--- config.mk ---
export PLATFORM = sky130hd
export DESIGN_NAME = string_char_streamer_flat
export DESIGN_NICKNAME = d
export VERILOG_FILES = /design/src/rtl/string_char_streamer_if.sv /design/src/rtl/string_char_streamer.sv /design/src/flat_wrapper.sv
export SDC_FILE = /design/constraint.sdc
export NUM_CORES = 1
export LEC_CHECK = 0
export CAP_MARGIN = 20
export CORE_ASPECT_RATIO = 2
export CORE_UTILIZATION = 39
export DETAILED_ROUTE_END_ITERATION = 10
export SLEW_MARGIN = 10
export SYNTH_ARGS = -nofsm -noshare
export SYNTH_HDL_FRONTEND = slang
export SYNTH_SLANG_ARGS = --single-unit
--- constraint.sdc ---
create_clock -name clk -period 2.5 [get_ports clk]
set_input_delay 0.375 -clock clk [delete_from_list [all_inputs] [get_ports clk]]
set_output_delay 0.375 -clock clk [all_outputs]
set_load 0.02 [all_outputs]
--- src/rtl/string_char_streamer_if.sv ---
// Bundle of handshake, FIFO and status signals between the string char
// streamer and its surroundings. The streamer uses the slave view; the
// control layer / FIFO / sink side uses the master view.
interface string_char_streamer_if;
    logic        start;
    logic [1:0]  mode;
    logic        fifo_empty;
    logic [31:0] fifo_rdata;
    logic        fifo_rd;
    logic [7:0]  out_char;
    logic        out_valid;
    logic        out_ready;
    logic        busy;
    logic        done;
    logic        err;
    logic [15:0] length;

    modport slave (
        input  start,
        input  mode,
        input  fifo_empty,
        input  fifo_rdata,
        input  out_ready,
        output fifo_rd,
        output out_char,
        output out_valid,
        output busy,
        output done,
        output err,
        output length
    );

    modport master (
        output start,
        output mode,
        output fifo_empty,
        output fifo_rdata,
        output out_ready,
        input  fifo_rd,
        input  out_char,
        input  out_valid,
        input  busy,
        input  done,
        input  err,
        input  length
    );
endinterface

--- src/rtl/string_char_streamer.sv ---
// Pops packed 4-character words from the string FIFO and streams them one
// byte per cycle on a valid/ready output, with optional case conversion.
// Stops on the NUL terminator or when MAX_LEN characters have been sent.
//
// state | meaning
// ------+-------------------------------------------------------------
// IDLE  | waiting for start; length/err hold result of last string
// FETCH | pop next word as soon as the FIFO is not empty
// EMIT  | present word[31:24]; shift on each accepted character
// DONE  | one-cycle done pulse, then back to IDLE
module string_char_streamer #(
    parameter int unsigned MAX_LEN = 1024
) (
    input  logic clk,
    input  logic reset,
    string_char_streamer_if.slave bus
);

    typedef enum logic [1:0] {
        S_IDLE  = 2'd0,
        S_FETCH = 2'd1,
        S_EMIT  = 2'd2,
        S_DONE  = 2'd3
    } state_t;

    localparam logic [1:0]  MODE_PASS   = 2'd0;
    localparam logic [1:0]  MODE_UPPER  = 2'd1;
    localparam logic [1:0]  MODE_LOWER  = 2'd2;
    localparam logic [1:0]  MODE_TOGGLE = 2'd3;

    // Compared against the 17-bit incremented length so MAX_LEN = 65535
    // cannot wrap the comparison.
    localparam logic [16:0] MAX_LEN_W   = 17'(MAX_LEN);

    state_t      state_q, state_d;
    logic [31:0] word_q,  word_d;
    logic [1:0]  idx_q,   idx_d;
    logic [1:0]  mode_q,  mode_d;
    logic [15:0] len_q,   len_d;
    logic        err_q,   err_d;

    logic [7:0]  cur_byte;
    logic [16:0] len_inc;

    logic        fifo_rd_c;
    logic        out_valid_c;
    logic [7:0]  out_char_c;
    logic        busy_c;
    logic        done_c;

    function automatic logic [7:0] convert(input logic [7:0] c, input logic [1:0] m);
        logic is_lower;
        logic is_upper;
        logic [7:0] r;
        is_lower = (c >= 8'h61) && (c <= 8'h7A);
        is_upper = (c >= 8'h41) && (c <= 8'h5A);
        r = c;
        case (m)
            MODE_UPPER: begin
                if (is_lower) r = c - 8'h20;
            end
            MODE_LOWER: begin
                if (is_upper) r = c + 8'h20;
            end
            MODE_TOGGLE: begin
                if (is_lower)      r = c - 8'h20;
                else if (is_upper) r = c + 8'h20;
            end
            MODE_PASS: r = c;
            default:   r = c;
        endcase
        return r;
    endfunction

    assign cur_byte = word_q[31:24];
    assign len_inc  = {1'b0, len_q} + 17'd1;

    // State and datapath registers; reset drops everything back to idle.
    always_ff @(posedge clk or posedge reset) begin
        if (reset) begin
            state_q <= S_IDLE;
            word_q  <= 32'h0;
            idx_q   <= 2'd0;
            mode_q  <= MODE_PASS;
            len_q   <= 16'h0;
            err_q   <= 1'b0;
        end else begin
            state_q <= state_d;
            word_q  <= word_d;
            idx_q   <= idx_d;
            mode_q  <= mode_d;
            len_q   <= len_d;
            err_q   <= err_d;
        end
    end

    // Next-state, datapath update and all combinational outputs.
    always_comb begin
        state_d     = state_q;
        word_d      = word_q;
        idx_d       = idx_q;
        mode_d      = mode_q;
        len_d       = len_q;
        err_d       = err_q;
        fifo_rd_c   = 1'b0;
        out_valid_c = 1'b0;
        out_char_c  = 8'h00;
        busy_c      = 1'b0;
        done_c      = 1'b0;

        case (state_q)
            S_IDLE: begin
                if (bus.start) begin
                    len_d   = 16'h0;
                    err_d   = 1'b0;
                    mode_d  = bus.mode;
                    state_d = S_FETCH;
                end
            end

            S_FETCH: begin
                busy_c = 1'b1;
                if (!bus.fifo_empty) begin
                    fifo_rd_c = 1'b1;
                    word_d    = bus.fifo_rdata;
                    idx_d     = 2'd0;
                    state_d   = S_EMIT;
                end
            end

            S_EMIT: begin
                busy_c = 1'b1;
                if (cur_byte == 8'h00) begin
                    // Terminator: the rest of this word is discarded.
                    state_d = S_DONE;
                end else begin
                    out_valid_c = 1'b1;
                    out_char_c  = convert(cur_byte, mode_q);
                    if (bus.out_ready) begin
                        len_d  = len_inc[15:0];
                        word_d = {word_q[23:0], 8'h00};
                        idx_d  = idx_q + 2'd1;
                        // Length limit wins over the word-boundary fetch so a
                        // word beyond the limit is never popped.
                        if (len_inc == MAX_LEN_W) begin
                            err_d   = 1'b1;
                            state_d = S_DONE;
                        end else if (idx_q == 2'd3) begin
                            state_d = S_FETCH;
                        end
                    end
                end
            end

            S_DONE: begin
                done_c  = 1'b1;
                state_d = S_IDLE;
            end

            default: begin
                state_d = S_IDLE;
            end
        endcase
    end

    assign bus.fifo_rd   = fifo_rd_c;
    assign bus.out_valid = out_valid_c;
    assign bus.out_char  = out_char_c;
    assign bus.busy      = busy_c;
    assign bus.done      = done_c;
    assign bus.err       = err_q;
    assign bus.length    = len_q;

endmodule

--- src/flat_wrapper.sv ---
// flat-port wrapper written by rule: the top's interface ports become plain ports
module string_char_streamer_flat 
#(
    parameter int unsigned MAX_LEN = 1024
)
  (clk, reset, bus_start, bus_mode, bus_fifo_empty, bus_fifo_rdata, bus_out_ready, bus_fifo_rd, bus_out_char, bus_out_valid, bus_busy, bus_done, bus_err, bus_length);
  string_char_streamer_if bus_i ();
  input  logic clk;
  input  logic reset;
  input wire logic [$bits(bus_i.start)-1:0] bus_start;
  input wire logic [$bits(bus_i.mode)-1:0] bus_mode;
  input wire logic [$bits(bus_i.fifo_empty)-1:0] bus_fifo_empty;
  input wire logic [$bits(bus_i.fifo_rdata)-1:0] bus_fifo_rdata;
  input wire logic [$bits(bus_i.out_ready)-1:0] bus_out_ready;
  output wire logic [$bits(bus_i.fifo_rd)-1:0] bus_fifo_rd;
  output wire logic [$bits(bus_i.out_char)-1:0] bus_out_char;
  output wire logic [$bits(bus_i.out_valid)-1:0] bus_out_valid;
  output wire logic [$bits(bus_i.busy)-1:0] bus_busy;
  output wire logic [$bits(bus_i.done)-1:0] bus_done;
  output wire logic [$bits(bus_i.err)-1:0] bus_err;
  output wire logic [$bits(bus_i.length)-1:0] bus_length;
  assign bus_i.start = bus_start;
  assign bus_i.mode = bus_mode;
  assign bus_i.fifo_empty = bus_fifo_empty;
  assign bus_i.fifo_rdata = bus_fifo_rdata;
  assign bus_i.out_ready = bus_out_ready;
  assign bus_fifo_rd = bus_i.fifo_rd;
  assign bus_out_char = bus_i.out_char;
  assign bus_out_valid = bus_i.out_valid;
  assign bus_busy = bus_i.busy;
  assign bus_done = bus_i.done;
  assign bus_err = bus_i.err;
  assign bus_length = bus_i.length;
  string_char_streamer #(.MAX_LEN(MAX_LEN)) u_core (.clk(clk), .reset(reset), .bus(bus_i));
endmodule
==> flow_metrics.py, run 1 <==
metrics = {
    "clocking": {
        "insertion_delay_ns": 0.29,
        "cts_htree_levels": 2,
        "cts_setup_buffers": 0,
        "cts_tree": "done",
        "clk_pin_slew_worst_paths_ns": 0.07,
        "cts_root_buf": "clkbuf_16",
        "cts_buffers": 5,
        "clock_sinks": 55,
        "clockBufferDepth": 2,
    },
    "grt": {
        "grt_usage_pct": 19.7,
        "first_global_vias": 2834,
        "antenna_found_initial": 0,
        "grt_remaining_overflow": 0,
        "gr-usage-met2_pct": 38.8,
        "grt_pass1_wl_um": 12900,
        "grt-busiest-layer": "met2",
        "use_met1_pct": 19.6,
        "met3_usage_pct": 2.78,
        "grt_max_degree": 59,
    },
    "placed_design": {
        "place_area_mm2": 0.00405,
        "port_buffers": 67,
        "dpl.hpwl_um": 5910,
        "dp.cells": 523,
        "gp_congestion": 0.819,
        "place_ws_ns": -0.0704,
    },
    "synth": {
        "synth_top_family_by_area": "simple AND/OR/NAND/NOR gates",
        "ys.flop_type": "dfrtp_1",
        "yosysTopAreaCell": "dfrtp_1",
        "syn_inst": 367,
        "synthArstFlopShare_pct": 100,
        "synth_top_area_share_pct": 42.8,
        "synth.distinct_cells": 46,
        "synthMuxAreaShare_pct": 8.60,
        "synth_common_cells": "68 x nand2_1, 55 x dfrtp_1, 34 x o21ai_0, 24 x mux2i_1, 24 x nor2_1",
        "synth_area_mm2": 0.00322,
        "synth_simple_gate_area_share_pct": 23.9,
        "ys_warn_count": 0,
        "seq_area_frac_synth_pct": 42.8,
        "ys_ff_latch": 55,
        "synth_compound_area_share_pct": 14.2,
        "synth_adder_area_share_pct": 3.89,
        "syn-num-nets": 416,
        "synth-edff-count": 0,
        "synthXorXnorAreaFrac_pct": 1.63,
        "synthTopCellsByArea": "dfrtp_1 43%, nand2_1 7.9%, mux2i_1 7.5%",
        "synth.avg_cell_area_um2": 8.76,
        "yosysMostFrequentCell": "nand2_1",
    },
    "die": {
        "fp.dieW_um": 66.2,
        "initial_utilization_pct": 40.5,
        "core_area_mm2": 0.00794,
        "dieArea_mm2": 0.00863,
        "rows": 46,
        "ios": 68,
        "die_h_um": 130,
    },
    "worst_setup_path": {
        "reg2reg_depth": 7,
        "path_max_fanout": 3,
        "r2r-start": "u_core.bus.length[6]$_DFFE_PP0P_",
        "path_class": "flop to output pin",
        "crit_path_start": "u_core.word_q[24]$_DFFE_PP0P_",
        "endpoint": "bus_out_char[7]",
        "cp_data_required_time_ns": 2.12,
        "worstSetupStartpointType": "flop",
        "ff2ff_setup_slack_ns": 0.27,
        "reg2reg_to": "u_core.state_q[1]$_DFFE_PP0P_",
        "worstPathArrival_ns": 2.05,
        "cp-end-kind": "output pin",
    },
    "finish": {
        "postLayoutCellArea_mm2": 0.00426,
        "instances_no_fill": 531,
        "diodes": 0,
        "final_nets": 483,
        "drive_gt1_share_pct": 12.0,
        "num-fill-cells": 765,
        "multiInputGateArea_mm2": 0.00172,
        "area_growth_pct": 32.4,
        "seqCellArea_mm2": 0.00138,
    },
    "worst_hold_path": {
        "hold_path.class": "input pin to asynchronous set/reset pin",
    },
    "timing": {
        "finalCriticalPeriod_ns": 2.43,
        "final_hold_viol_count": 0,
        "setup_ws_ns": 0.0725,
        "setup_viol": 0,
        "fin_skew_ns": 0.00279,
        "worst_pin_slew_ns": 0.438,
        "post-route-period-util_pct": 97.1,
        "max_slew_margin_pct": 70.8,
        "drv_slew": 0,
        "setup_tns_ns": 0,
        "fmax_mhz": 412,
    },
    "power": {
        "power.density_mw_per_mm2": 1060,
        "ir_worst_vdd_uv": 510,
        "leakagePower_nw": 1.90,
    },
    "route": {
        "drtIter0Drc": 161,
        "remaining_drc_errors": 0,
        "ant_nets": 0,
        "vias": 2809,
        "wl_um": 7770,
        "viasPerCell": 5.29,
        "wl_per_cell_um": 14.6,
        "first_pass_iters": 4,
    },
    "status": {
        "outcome": "complete, no violations",
    },
    "job": {
        "maxCapViolations": 0,
    },
}
## power by group
part | switching, W | internal [W]
sequential | 0.000241 | 0.00122
combinational | 0.00127 | 0.000951
clock | 0.000321 | 0.000499
## flip-flops by register name, indices dropped and copies added, names as in the netlist
signal	count
u_core.bus.err	1
u_core.bus.length	16
u_core.idx_q	2
u_core.mode_q	2
u_core.state_q	2
u_core.word_q	32
## worst max-delay path, stage by stage, from the launching register on
cell,delay (ns)
dfrtp_1,0.43
buf_6,0.14
nor2_2,0.08
nand4_1,0.09
o21ai_1,0.11
o2111ai_2,0.17
or3b_1,0.41
a21oi_2,0.17
buf_4,0.16
## layout by cell type, fill, tap and decap left out, drive strengths merged, types with 3 or more instances in the layout
cell | netlist | routed
nand3 | 11 | 11
a21oi | 9 | 9
clkdlybuf4s50 | 0 | 59
nor2 | 24 | 24
nor4 | 3 | 3
dlymetal6s2s | 0 | 5
inv | 9 | 9
nor3 | 5 | 5
buf | 11 | 19
xnor2 | 5 | 5
and2 | 12 | 12
nand4 | 11 | 11
mux2i | 25 | 25
and3 | 6 | 6
ha | 10 | 10
o21ai | 52 | 52
clkbuf | 14 | 8
o31ai | 5 | 5
nand3b | 8 | 8
dfrtp | 55 | 55
nand2 | 68 | 68
## logic make-up (layout without fill, tap and decap cells)
kind of cell               Yosys count  after routing
AOI/OAI and AO/OA                   78             78
xor gates and xnor gates             6              6
adders and majority gates           10             10
buffers and inverters               34            102
DFF                                 55             55
muxes                               27             27
and+or+nand+nor                    157            157
## worst min path at each step
stage	to	slack (ns)	cells past startpoint
global route	u_core.word_q[19]$_DFFE_PP0P_	0.40	2
CTS	u_core.word_q[19]$_DFFE_PP0P_	0.38	2
global placement	u_core.word_q[5]$_DFFE_PP0P_	0.45	2
detailed placement	u_core.word_q[3]$_DFFE_PP0P_	0.46	2
floorplan	u_core.word_q[0]$_DFFE_PP0P_	0.44	2
finish	u_core.word_q[19]$_DFFE_PP0P_	0.38	2
## metrics by stage
stage | hold slack, ns | total power, W | utilization (%)
global placement | 0.450 | 0.00365 | 51.0
CTS | 0.385 | 0.00453 | 53.2
floorplan | 0.438 | 0.00292 | -
detailed placement | 0.457 | 0.00372 | 51.0
global route | 0.401 | 0.00489 | 53.6
finish | 0.376 | 0.00450 | 53.6
## final cells by class
class,count,area share (%)
Multi-Input combinational cell,278,40.3
Timing Repair Buffer,85,19.6
Clock inverter,2,0.823
Clock buffer,6,3.26
Tap cell,96,2.82
Sequential cell,55,32.4
Inverter,9,0.794
## routing by layer
layer	routed length, µm	part of all wire [%]
met5	0	0
met4	253	3.3
met3	181	2.3
met2	4390	56
met1	2940	38
## timing repair
item | in CTS | in global routing
resized for setup | 5 | 22
hold buffers | 0 | 0
pin swaps | 0 | 0
endpoints found under the setup margin | 3 | 9
cloned | 0 | 0
(Power assumes the default switching activity.)
==> run 2, diff against run 1 <==
--- a/config.mk
+++ b/config.mk
@@ -5,10 +5,11 @@
 export SDC_FILE = /design/constraint.sdc
 export NUM_CORES = 1
 export LEC_CHECK = 0
-export CAP_MARGIN = 20
+export CAP_MARGIN = 0
 export CORE_ASPECT_RATIO = 2
 export CORE_UTILIZATION = 39
 export DETAILED_ROUTE_END_ITERATION = 10
+export PLACE_DENSITY_LB_ADDON = 0.2
 export SLEW_MARGIN = 10
 export SYNTH_ARGS = -nofsm -noshare
 export SYNTH_HDL_FRONTEND = slang
==> run 2 against run 1 <==
Net effect:
- die area did not move
- sequential cell count did not move
- clock power rose by 0.7%
- non-clock buffer count rose by 4
- combinational power rose by 3%
- power rose by 1.4%
- clock-buffer cell count did not move
- first-iteration DRC count fell by 7.5%
- clock skew rose by 0.0056 ns
- utilization rose by 0.22 points
==> flow_metrics.py, run 2 (synthesis gave the netlist of run 1 again) <==
metrics = {
    "clocking": {
        "cts_htree_levels": 2,
        "hold_buffers": 0,
        "clock_sinks": 55,
        "clockBufferDepth": 2,
        "insertion_delay_ns": 0.30,
        "cts_root_buf": "clkbuf_16",
        "clk_pin_slew_worst_paths_ns": 0.07,
        "cts_buffers": 5,
        "cts_tree": "done",
    },
    "finish": {
        "mostFrequentLayoutCells": "67 x nand2_1, 63 x clkdlybuf4s50_1, 54 x dfrtp_1",
        "regMostFlops": "u_core.word_q",
        "final_common_cell": "nand2_1",
        "area_growth_pct": 32.9,
        "instances_no_fill": 535,
        "drive_gt1_share_pct": 11.8,
        "diodes": 0,
        "postLayoutCellArea_mm2": 0.00427,
        "largest_register_ffs": 32,
        "num-fill-cells": 759,
        "final_nets": 487,
    },
    "worst_setup_path": {
        "path_class": "flop to output pin",
        "max_stage_delay_ns": 0.62,
        "reg2reg_depth": 9,
        "cp-end-kind": "output pin",
        "worstSetupStartpointType": "flop",
        "worstPathArrival_ns": 2.02,
        "path_max_fanout": 10,
        "slowest_stage": "clkdlybuf4s50_1",
        "cp_data_required_time_ns": 2.12,
        "cp_cell_sequence": "inv_1 > ha_4 > buf_4 > and2_1 > clkdlybuf4s50_1",
    },
    "grt": {
        "grt_max_degree": 59,
        "first_global_vias": 2812,
        "antenna_found_initial": 0,
        "grt_usage_pct": 20.4,
        "grt_remaining_overflow": 0,
        "grt_pass1_wl_um": 13200,
    },
    "timing": {
        "final_hold_viol_count": 0,
        "rsz0062_at_grt": "false",
        "drv_slew": 0,
        "post-route-period-util_pct": 95.9,
        "setup_viol": 0,
        "max_slew_margin_pct": 60.9,
        "worst_pin_slew_ns": 0.586,
        "fin_skew_ns": 0.00840,
        "fmax_mhz": 417,
        "finalCriticalPeriod_ns": 2.40,
    },
    "die": {
        "core_area_mm2": 0.00794,
        "initial_utilization_pct": 40.5,
        "rows": 46,
        "ios": 68,
        "die_h_um": 130,
        "dieArea_mm2": 0.00863,
        "fp.dieW_um": 66.2,
    },
    "power": {
        "ir_worst_vdd_uv": 646,
        "leakagePower_nw": 1.85,
        "power.density_mw_per_mm2": 1070,
    },
    "route": {
        "wl_um": 7990,
        "vias": 2859,
        "viasPerCell": 5.34,
        "first_pass_iters": 4,
        "ant_nets": 0,
        "wl_per_cell_um": 14.9,
        "remaining_drc_errors": 0,
        "drtIter0Drc": 149,
    },
    "status": {
        "outcome": "complete, no violations",
    },
    "worst_hold_path": {
        "hold_path.class": "input pin to asynchronous set/reset pin",
    },
    "placed_design": {
        "dp.cells": 526,
        "place_area_mm2": 0.00407,
        "dpl.hpwl_um": 6110,
        "port_buffers": 67,
        "gp_congestion": 0.822,
    },
    "job": {
        "maxCapViolations": 0,
    },
}
## run 2: what timing repair did
action / in CTS / in global routing
hold endpoints to repair: 0 / 0
endpoints found under the setup margin: 4 / 5
cloned: 0 / 0
buffers inserted: 0 / 1
pin swaps: 0 / 1
gates resized for setup: 9 / 7
## run 2: power breakdown
group	leakage [nW]	internal [W]	total, W	switching, W
clock network	0.0868	0.000499	0.000825	0.000326
logic	1.06	0.000986	0.00228	0.00130
registers	0.709	0.00122	0.00145	0.000237
total	1.85	0.00270	0.00456	0.00186
## run 2: cell type report
cell class,instances,area (µm²),share of cell area (%)
Tap cell,96,120,2.81
Clock buffer,6,139,3.25
Multi-Input combinational cell,278,1720,40.1
Inverter,9,33.8,0.790
Timing Repair Buffer,89,853,20.0
Sequential cell,55,1380,32.2
Clock inverter,2,35.0,0.820
## run 2: metal layers
metal	up-vias	track usage [%]	wire length (µm)
met4	0	9.14	251
met1	1366	20.3	2940
met2	64	39.0	4530
met5	-	0	0
met3	16	4.17	270
li1	1413	-	-
## run 2: worst paths after layout
check / start / endpoint / slack, ns
hold / removal: reset / u_core.bus.length[8]$_DFFE_PP0P_ / 0.46
setup reg to reg: u_core.bus.length[0]$_DFFE_PP0P_ / u_core.state_q[1]$_DFFE_PP0P_ / 0.30
min in group clk: u_core.word_q[1]$_DFFE_PP0P_ / u_core.word_q[1]$_DFFE_PP0P_ / 0.47
max in group asynchronous: reset / u_core.word_q[27]$_DFFE_PP0P_ / 1.49
setup / recovery: u_core.state_q[0]$_DFFE_PP0P_ / bus_out_char[2] / 0.10
hold reg to reg: u_core.word_q[1]$_DFFE_PP0P_ / u_core.word_q[1]$_DFFE_PP0P_ / 0.47
## run 2: critical path, delay by kind of cell, from the launching register on
kind	cells	cell delay [ns]
buffers and inverters	3	0.90
flip-flops	1	0.42
adder cells (fa/ha/maj)	1	0.22
AND/OR/NAND/NOR	1	0.18
## run 2: through the flow
step                setup WS (ns)  TNS, ns  utilization [%]  hold slack (ns)  total power (W)
floorplan                   0.400        0                -            0.438          0.00292
global placement         -0.00999  -0.0126             51.3            0.451          0.00370
detailed placement        -0.0879   -0.124             51.3            0.462          0.00376
CTS                        0.0101        0             53.6            0.476          0.00461
global route              0.00665        0             53.8            0.503          0.00495
finish                      0.102        0             53.8            0.461          0.00456
